## config.mk

```make
export PLATFORM = sky130hd
export DESIGN_NAME = fib_seq_stream
export DESIGN_NICKNAME = d
export VERILOG_FILES = /design/src/rtl/fib_seq_stream.sv
export SDC_FILE = /design/constraint.sdc
export NUM_CORES = 1
export LEC_CHECK = 0
export ABC_AREA = 1
export CORE_MARGIN = 3
export CORE_UTILIZATION = 45
export CTS_BUF_LIST = sky130_fd_sc_hd__clkbuf_16
export DETAILED_ROUTE_END_ITERATION = 16
export GPL_ROUTABILITY_DRIVEN = 1
export GPL_TIMING_DRIVEN = 0
export PLACE_DENSITY = 0.63
export SLEW_MARGIN = 10
export SYNTH_ARGS = -nofsm -noshare
export SYNTH_HDL_FRONTEND = slang
export SYNTH_SLANG_ARGS = --single-unit
```

## constraint.sdc

```tcl
create_clock -name i_w_clk -period 2.5 [get_ports i_w_clk]
set_input_delay 0.375 -clock i_w_clk [delete_from_list [all_inputs] [get_ports i_w_clk]]
set_output_delay 0.375 -clock i_w_clk [all_outputs]
set_load 0.01 [all_outputs]
```

## src/rtl/fib_seq_stream.sv

```systemverilog
// Fibonacci accelerator kernel: single-result and streamed F(1)..F(n) modes,
// saturating signed arithmetic with a sticky per-job overflow flag, and the
// usual req/fin/ce kernel handshake.
//
// state | meaning
// ------+--------------------------------------------------------------
// IDLE  | waiting for req; fin pulse retires here
// LOOP  | single mode, advancing one term per counted edge until i==n
// EMIT  | stream mode, presenting b with valid, advancing on valid&ready
// DONE  | n<=0 job; clears the result, then raises fin
module fib_seq_stream #(
  parameter int WIDTH   = 32,
  parameter int N_WIDTH = 32
) (
  input  logic                      i_w_clk,
  input  logic                      i_w_res_n,
  input  logic                      i_w_ce_p,
  input  logic                      i_w_req_p,
  input  logic                      i_w_stream_p,
  input  logic signed [N_WIDTH-1:0] i_w_n,
  input  logic                      i_w_ready_p,
  output logic signed [WIDTH-1:0]   o_r_o,
  output logic                      o_r_valid_p,
  output logic                      o_r_ovf_p,
  output logic                      o_r_busy_p,
  output logic                      o_r_fin_p
);

  typedef enum logic [1:0] {
    S_IDLE,
    S_LOOP,
    S_EMIT,
    S_DONE
  } state_t;

  localparam logic [WIDTH-1:0]          MAX_POS = {1'b0, {(WIDTH-1){1'b1}}};
  localparam logic [WIDTH-1:0]          ONE_W   = WIDTH'(1);
  localparam logic signed [N_WIDTH-1:0] ZERO_N  = '0;
  localparam logic signed [N_WIDTH-1:0] ONE_N   = N_WIDTH'(1);

  state_t                      state_r;
  logic [WIDTH-1:0]            a_r;
  logic [WIDTH-1:0]            b_r;
  logic signed [N_WIDTH-1:0]   i_r;
  logic signed [N_WIDTH-1:0]   n_r;

  logic [WIDTH:0]              sum_w;
  logic                        sat_w;
  logic [WIDTH-1:0]            a_next;
  logic [WIDTH-1:0]            b_next;

  // Next term pair; a and b are never negative, so the sum is taken unsigned
  // one bit wider and compared against the positive signed limit. Once the
  // job has overflowed both terms are pinned at the limit.
  always_comb begin
    sum_w  = {1'b0, a_r} + {1'b0, b_r};
    sat_w  = o_r_ovf_p || (sum_w > {1'b0, MAX_POS});
    a_next = o_r_ovf_p ? MAX_POS : b_r;
    b_next = sat_w ? MAX_POS : sum_w[WIDTH-1:0];
  end

  // Controller: every register, including the outputs, advances only on a
  // counted edge. The empty-job path spends two counted edges in DONE, using
  // the idle index register as its step marker.
  always_ff @(posedge i_w_clk or negedge i_w_res_n) begin
    if (!i_w_res_n) begin
      state_r     <= S_IDLE;
      a_r         <= '0;
      b_r         <= '0;
      i_r         <= '0;
      n_r         <= '0;
      o_r_o       <= '0;
      o_r_valid_p <= 1'b0;
      o_r_ovf_p   <= 1'b0;
      o_r_busy_p  <= 1'b0;
      o_r_fin_p   <= 1'b0;
    end else if (i_w_ce_p) begin
      o_r_fin_p <= 1'b0;
      case (state_r)
        S_IDLE: begin
          o_r_valid_p <= 1'b0;
          if (i_w_req_p) begin
            n_r        <= i_w_n;
            o_r_ovf_p  <= 1'b0;
            a_r        <= '0;
            b_r        <= ONE_W;
            i_r        <= ONE_N;
            o_r_busy_p <= 1'b1;
            if (i_w_n <= ZERO_N) begin
              state_r <= S_DONE;
            end else if (i_w_stream_p) begin
              state_r     <= S_EMIT;
              o_r_valid_p <= 1'b1;
              o_r_o       <= ONE_W;
            end else begin
              state_r <= S_LOOP;
            end
          end
        end

        S_LOOP: begin
          if (i_r < n_r) begin
            a_r       <= a_next;
            b_r       <= b_next;
            i_r       <= i_r + ONE_N;
            o_r_ovf_p <= sat_w;
          end else begin
            o_r_o      <= b_r;
            o_r_fin_p  <= 1'b1;
            o_r_busy_p <= 1'b0;
            state_r    <= S_IDLE;
          end
        end

        S_EMIT: begin
          if (i_w_ready_p) begin
            if (i_r == n_r) begin
              o_r_valid_p <= 1'b0;
              o_r_fin_p   <= 1'b1;
              o_r_busy_p  <= 1'b0;
              state_r     <= S_IDLE;
            end else begin
              a_r       <= a_next;
              b_r       <= b_next;
              i_r       <= i_r + ONE_N;
              o_r_ovf_p <= sat_w;
              o_r_o     <= b_next;
            end
          end
        end

        S_DONE: begin
          if (i_r != ZERO_N) begin
            i_r   <= ZERO_N;
            o_r_o <= '0;
          end else begin
            o_r_fin_p  <= 1'b1;
            o_r_busy_p <= 1'b0;
            state_r    <= S_IDLE;
          end
        end

        default: begin
          state_r     <= S_IDLE;
          o_r_valid_p <= 1'b0;
          o_r_busy_p  <= 1'b0;
        end
      endcase
    end
  end

endmodule

```

==> tab_implementation.tex <==
\begin{tabular}{lr}
\hline
Metric & Value \\
\hline
\multicolumn{2}{l}{\textbf{Run status}} \\
\quad Run status & complete, no violations \\
\multicolumn{2}{l}{\textbf{Floorplan}} \\
\quad Floorplan row count & 57 \\
\quad Starting utilization of the core area & 46.1\% \\
\quad Total die area & 27,100 µm² \\
\quad Count of pins on the block boundary & 74 \\
\quad X dimension of the die & 165 µm \\
\quad Area of the core & 24,500 µm² \\
\quad Vertical die dimension & 165 µm \\
\multicolumn{2}{l}{\textbf{Min path}} \\
\quad Hold\_sp & o\_r\_o[22] \\
\quad Cell count of the worst hold path & 2 \\
\quad Hold Crit Endpoint & o\_r\_o[22] \\
\quad Worst min-delay path category & reg -> reg \\
\multicolumn{2}{l}{\textbf{Setup path}} \\
\quad Class of the most critical setup path & reg -> reg \\
\quad Critical Path Source Type & flop \\
\quad Cell-by-cell listing of the critical path & ha\_2 -> inv\_2 -> fa\_2 -> nand3b\_1 -> nand2\_2 -> nand2\_1 -> nand2\_2 -> nand2\_2 -> nand2\_4 -> nand3\_2 -> nand3\_2 -> nor2\_4 -> buf\_6 -> clkbuf\_16 -> nand2\_1 -> nand2\_1 -> nand2\_1 -> nand2\_1 -> nand2\_1 \\
\quad Worst reg2reg path depth & 19 \\
\quad Crit path top cell by count & nand2\_1 \\
\quad Dominant delay contributor by cell family on the critical path & simple AND/OR/NAND/NOR gates \\
\quad R2R setup slack & 60 ps \\
\quad Max stage delay cell, worst path & dfrtp\_1 \\
\quad Cell depth of the worst setup path & 19 \\
\quad Count of buffering cells on the critical path with inverters included & 3 \\
\quad First element of the critical path & b\_r[0] \\
\quad Critical-path maximum fanout & 5 \\
\quad Worst R2R Start & b\_r[0] \\
\quad RR Endpoint & o\_r\_o[10] \\
\quad Crit path capture type & flop \\
\quad Slowest Stage Delay on Critical Path & 360 ps \\
\quad Data required, critical path & 2880 ps \\
\quad Arrival time of the worst setup path & 2820 ps \\
\multicolumn{2}{l}{\textbf{Synth}} \\
\quad Number of enable-type register cells in the synthesized netlist & 0 \\
\quad Total of warnings raised by yosys & 0 \\
\quad Number of cells produced by synthesis & 1,662 \\
\quad Main area contributors after synthesis & dfrtp\_1 37\%, nand2\_1 22\%, ha\_1 7.7\%, inv\_1 5.8\%, o21ai\_0 5.8\% \\
\quad Most used standard cell by instance count after synthesis & nand2\_1 \\
\quad Area share of the largest cell type after synthesis & 36.7\% \\
\quad Average cell area after synthesis & 6.81 µm² \\
\quad Share of synthesized area occupied by flip-flops and latches & 36.7\% \\
\quad Cell taking the most area after synthesis & dfrtp\_1 \\
\quad Post-synthesis cell area & 11,300 µm² \\
\quad Async set-reset flop share out of synthesis & 100\% \\
\quad Syn\_nets & 1,771 \\
\quad Commonest cells in the synthesized netlist & 653 x nand2\_1, 174 x inv\_1, 166 x dfrtp\_1, 130 x o21ai\_0, 103 x nor2\_1 \\
\quad Predominant post-synthesis flop cell & dfrtp\_1 \\
\quad FF+latch count, synth & 166 \\
\quad Cell variety after synth & 38 \\
\multicolumn{2}{l}{\textbf{Drt}} \\
\quad DRC viols & 0 \\
\quad Detail Route Antenna Nets & 0 \\
\quad Total via count in the routed design & 11,100 \\
\quad WL final & 33,900 µm \\
\quad First-pass iteration count of the detailed router & 6 \\
\quad Via density & 5.18 \\
\quad DRT iter0 DRCs & 743 \\
\quad DR WL/cell & 15.9 µm \\
\multicolumn{2}{l}{\textbf{Global route}} \\
\quad Wire length of the first global-routing pass & 53,200 µm \\
\quad Via count of the first global-routing pass & 10,200 \\
\quad Pin count of the biggest net entering global routing & 104 \\
\quad Remaining global-route overflow & 0 \\
\quad Number of antenna violations at the first check in global routing & 0 \\
\quad Total global-route track usage & 24.8\% \\
\multicolumn{2}{l}{\textbf{CTS}} \\
\quad Maximum level of the CTS H-tree & 4 \\
\quad Clock latency of the later-clocked register in the worst-skew pair & 440 ps \\
\quad Inserted Clock Buffers & 17 \\
\quad Maximum root-to-sink buffer count & 2 \\
\quad Clock slew at reported path FFs & 70 ps \\
\quad TritonCTS sink count & 166 \\
\quad Clock tree root driver cell & clkbuf\_16 \\
\quad Clock tree from TritonCTS & yes \\
\multicolumn{2}{l}{\textbf{STA}} \\
\quad Clock skew & 14.5 ps \\
\quad Unrepaired setup endpoints after global routing & yes \\
\quad Peak Freq & 0.410 GHz \\
\quad Final-report setup violation count & 0 \\
\quad Number of slew-limit violations in the final report & 0 \\
\quad Shortest period the worst path allows & 2440 ps \\
\quad Tcrit/Tclk final & 97.5\% \\
\quad Slew at the pin with the worst max-slew slack & 640 ps \\
\quad Headroom to the max-slew limit & 57.3\% \\
\quad Post-route worst hold slack & 479 ps \\
\quad Final hold viol count & 0 \\
\multicolumn{2}{l}{\textbf{Placement}} \\
\quad Post-detailed-placement half-perimeter wirelength & 25,200 µm \\
\quad Final weighted congestion in routability-driven placement & 0.965 \\
\quad Number of port buffers & 73 \\
\quad Total placed instance area & 12,500 µm² \\
\multicolumn{2}{l}{\textbf{Layout}} \\
\quad Final net count & 1,910 \\
\quad Area growth, synth to finish & 25.3\% \\
\quad Fraction of layout instances using a drive strength above 1 & 14.2\% \\
\quad Final design area excluding fillers & 14,200 µm² \\
\quad Diodes inserted & 0 \\
\multicolumn{2}{l}{\textbf{Job}} \\
\quad MaxCap Viol Count & 0 \\
\multicolumn{2}{l}{\textbf{Pwr}} \\
\quad Total power per unit cell area & 926 nW/µm² \\
\quad Static power due to leakage & 6.82 nW \\
\quad Peak supply drop & 382 µV \\
\hline
\end{tabular}
[placed cells by master, fill, tap and decap left out, types with 6 or more instances in the layout]
cell,n
a21oi_1,33
a21oi_2,15
buf_2,7
buf_4,51
buf_8,7
clkbuf_1,25
clkbuf_16,18
clkdlybuf4s50_1,72
clkinvlp_4,7
dfrtp_1,139
dfrtp_2,27
ha_1,40
ha_4,25
inv_1,173
inv_2,11
nand2_1,624
nand2_2,27
nand3_1,37
nand3_2,6
nand3b_1,9
nand4_1,27
nor2_1,92
nor2_2,8
nor2_4,6
nor3_1,41
o21ai_0,116
o21ai_1,60
o21bai_1,6
xnor2_1,19
xor2_1,22
[layer usage]
metal / GRT usage (%) / part of all wire [%] / vias to the layer above
met5: 0 / 0 / -
met1: 33.3 / 45 / 5197
met2: 42.7 / 49 / 288
li1: - / - / 5560
met4: 5.60 / 1.7 / 0
met3: 3.51 / 4.9 / 39
[power breakdown]
| part | switching [mW] | total, mW | internal [mW] |
|---|---|---|---|
| combinational | 3.86 | 6.31 | 2.45 |
| sequential | 0.647 | 4.09 | 3.44 |
| clock | 1.30 | 2.72 | 1.42 |
[area by class of cell]
cell class,count,area [µm²]
Multi-Input combinational cell,1252,6760
Inverter,186,702
Clock inverter,15,165
Timing Repair inverter,1,5.00
Buffer,55,348
Sequential cell,166,4190
Fill cell,2431,10400
Timing Repair Buffer,122,1170
Clock buffer,17,425
Tap cell,324,405
[per-stage QoR]
step	total power, mW	setup WS, ps	utilization [%]	instances	TNS [ps]
floorplan	7.54	289	-	1662	0
CTS	12.4	-22.7	54.3	2099	-81.6
finish	13.1	63.1	57.8	2138	0
detailed placement	9.47	-308	51.0	2061	-15970
global route	14.1	-69.4	57.8	2138	-958
global placement	9.35	-6210	50.7	2059	-1042840
[worst max-delay path by stage]
stage	endpoint	slack, ps
final	o_r_o[10]	60
after global routing	o_r_o[29]	-70
after CTS	o_r_o[28]	-20
after detailed placement	o_r_o[3]	-310
after global placement	n_r[24]	-6210
after floorplan	o_r_o[17]	290
[tightest hold or removal path, cell delays in order (launching register included)]
cell     delay, ps
dfrtp_1        340
nand2_1         50
nand2_1         50
[state kept, by name, indices dropped and copies added, names as in the netlist, 2 cells and up]
register  count
a_r          32
state_r       2
i_r          32
o_r_o        32
n_r          32
b_r          32
[kinds of logic after synthesis]
logic type,synth area share [%]
adder cells (fa/ha/maj),7.92
XOR/XNOR,3.17
AND/OR/NAND/NOR,32.3
buffers and inverters,8.86
flip-flops,36.7
AO/OA/AOI/OAI,11.0
[repair_timing]
action | 4_1_cts | 5_1_grt
buffers inserted | 6 | 39
gates resized for setup | 40 | 143
hold buffers | 1 | 0
gates cloned | 0 | 2
hold endpoints to repair | 19 | 0
setup endpoints to repair | 107 | 127
pin swaps | 4 | 18
Note: power is estimated with default switching activity, not from simulation.
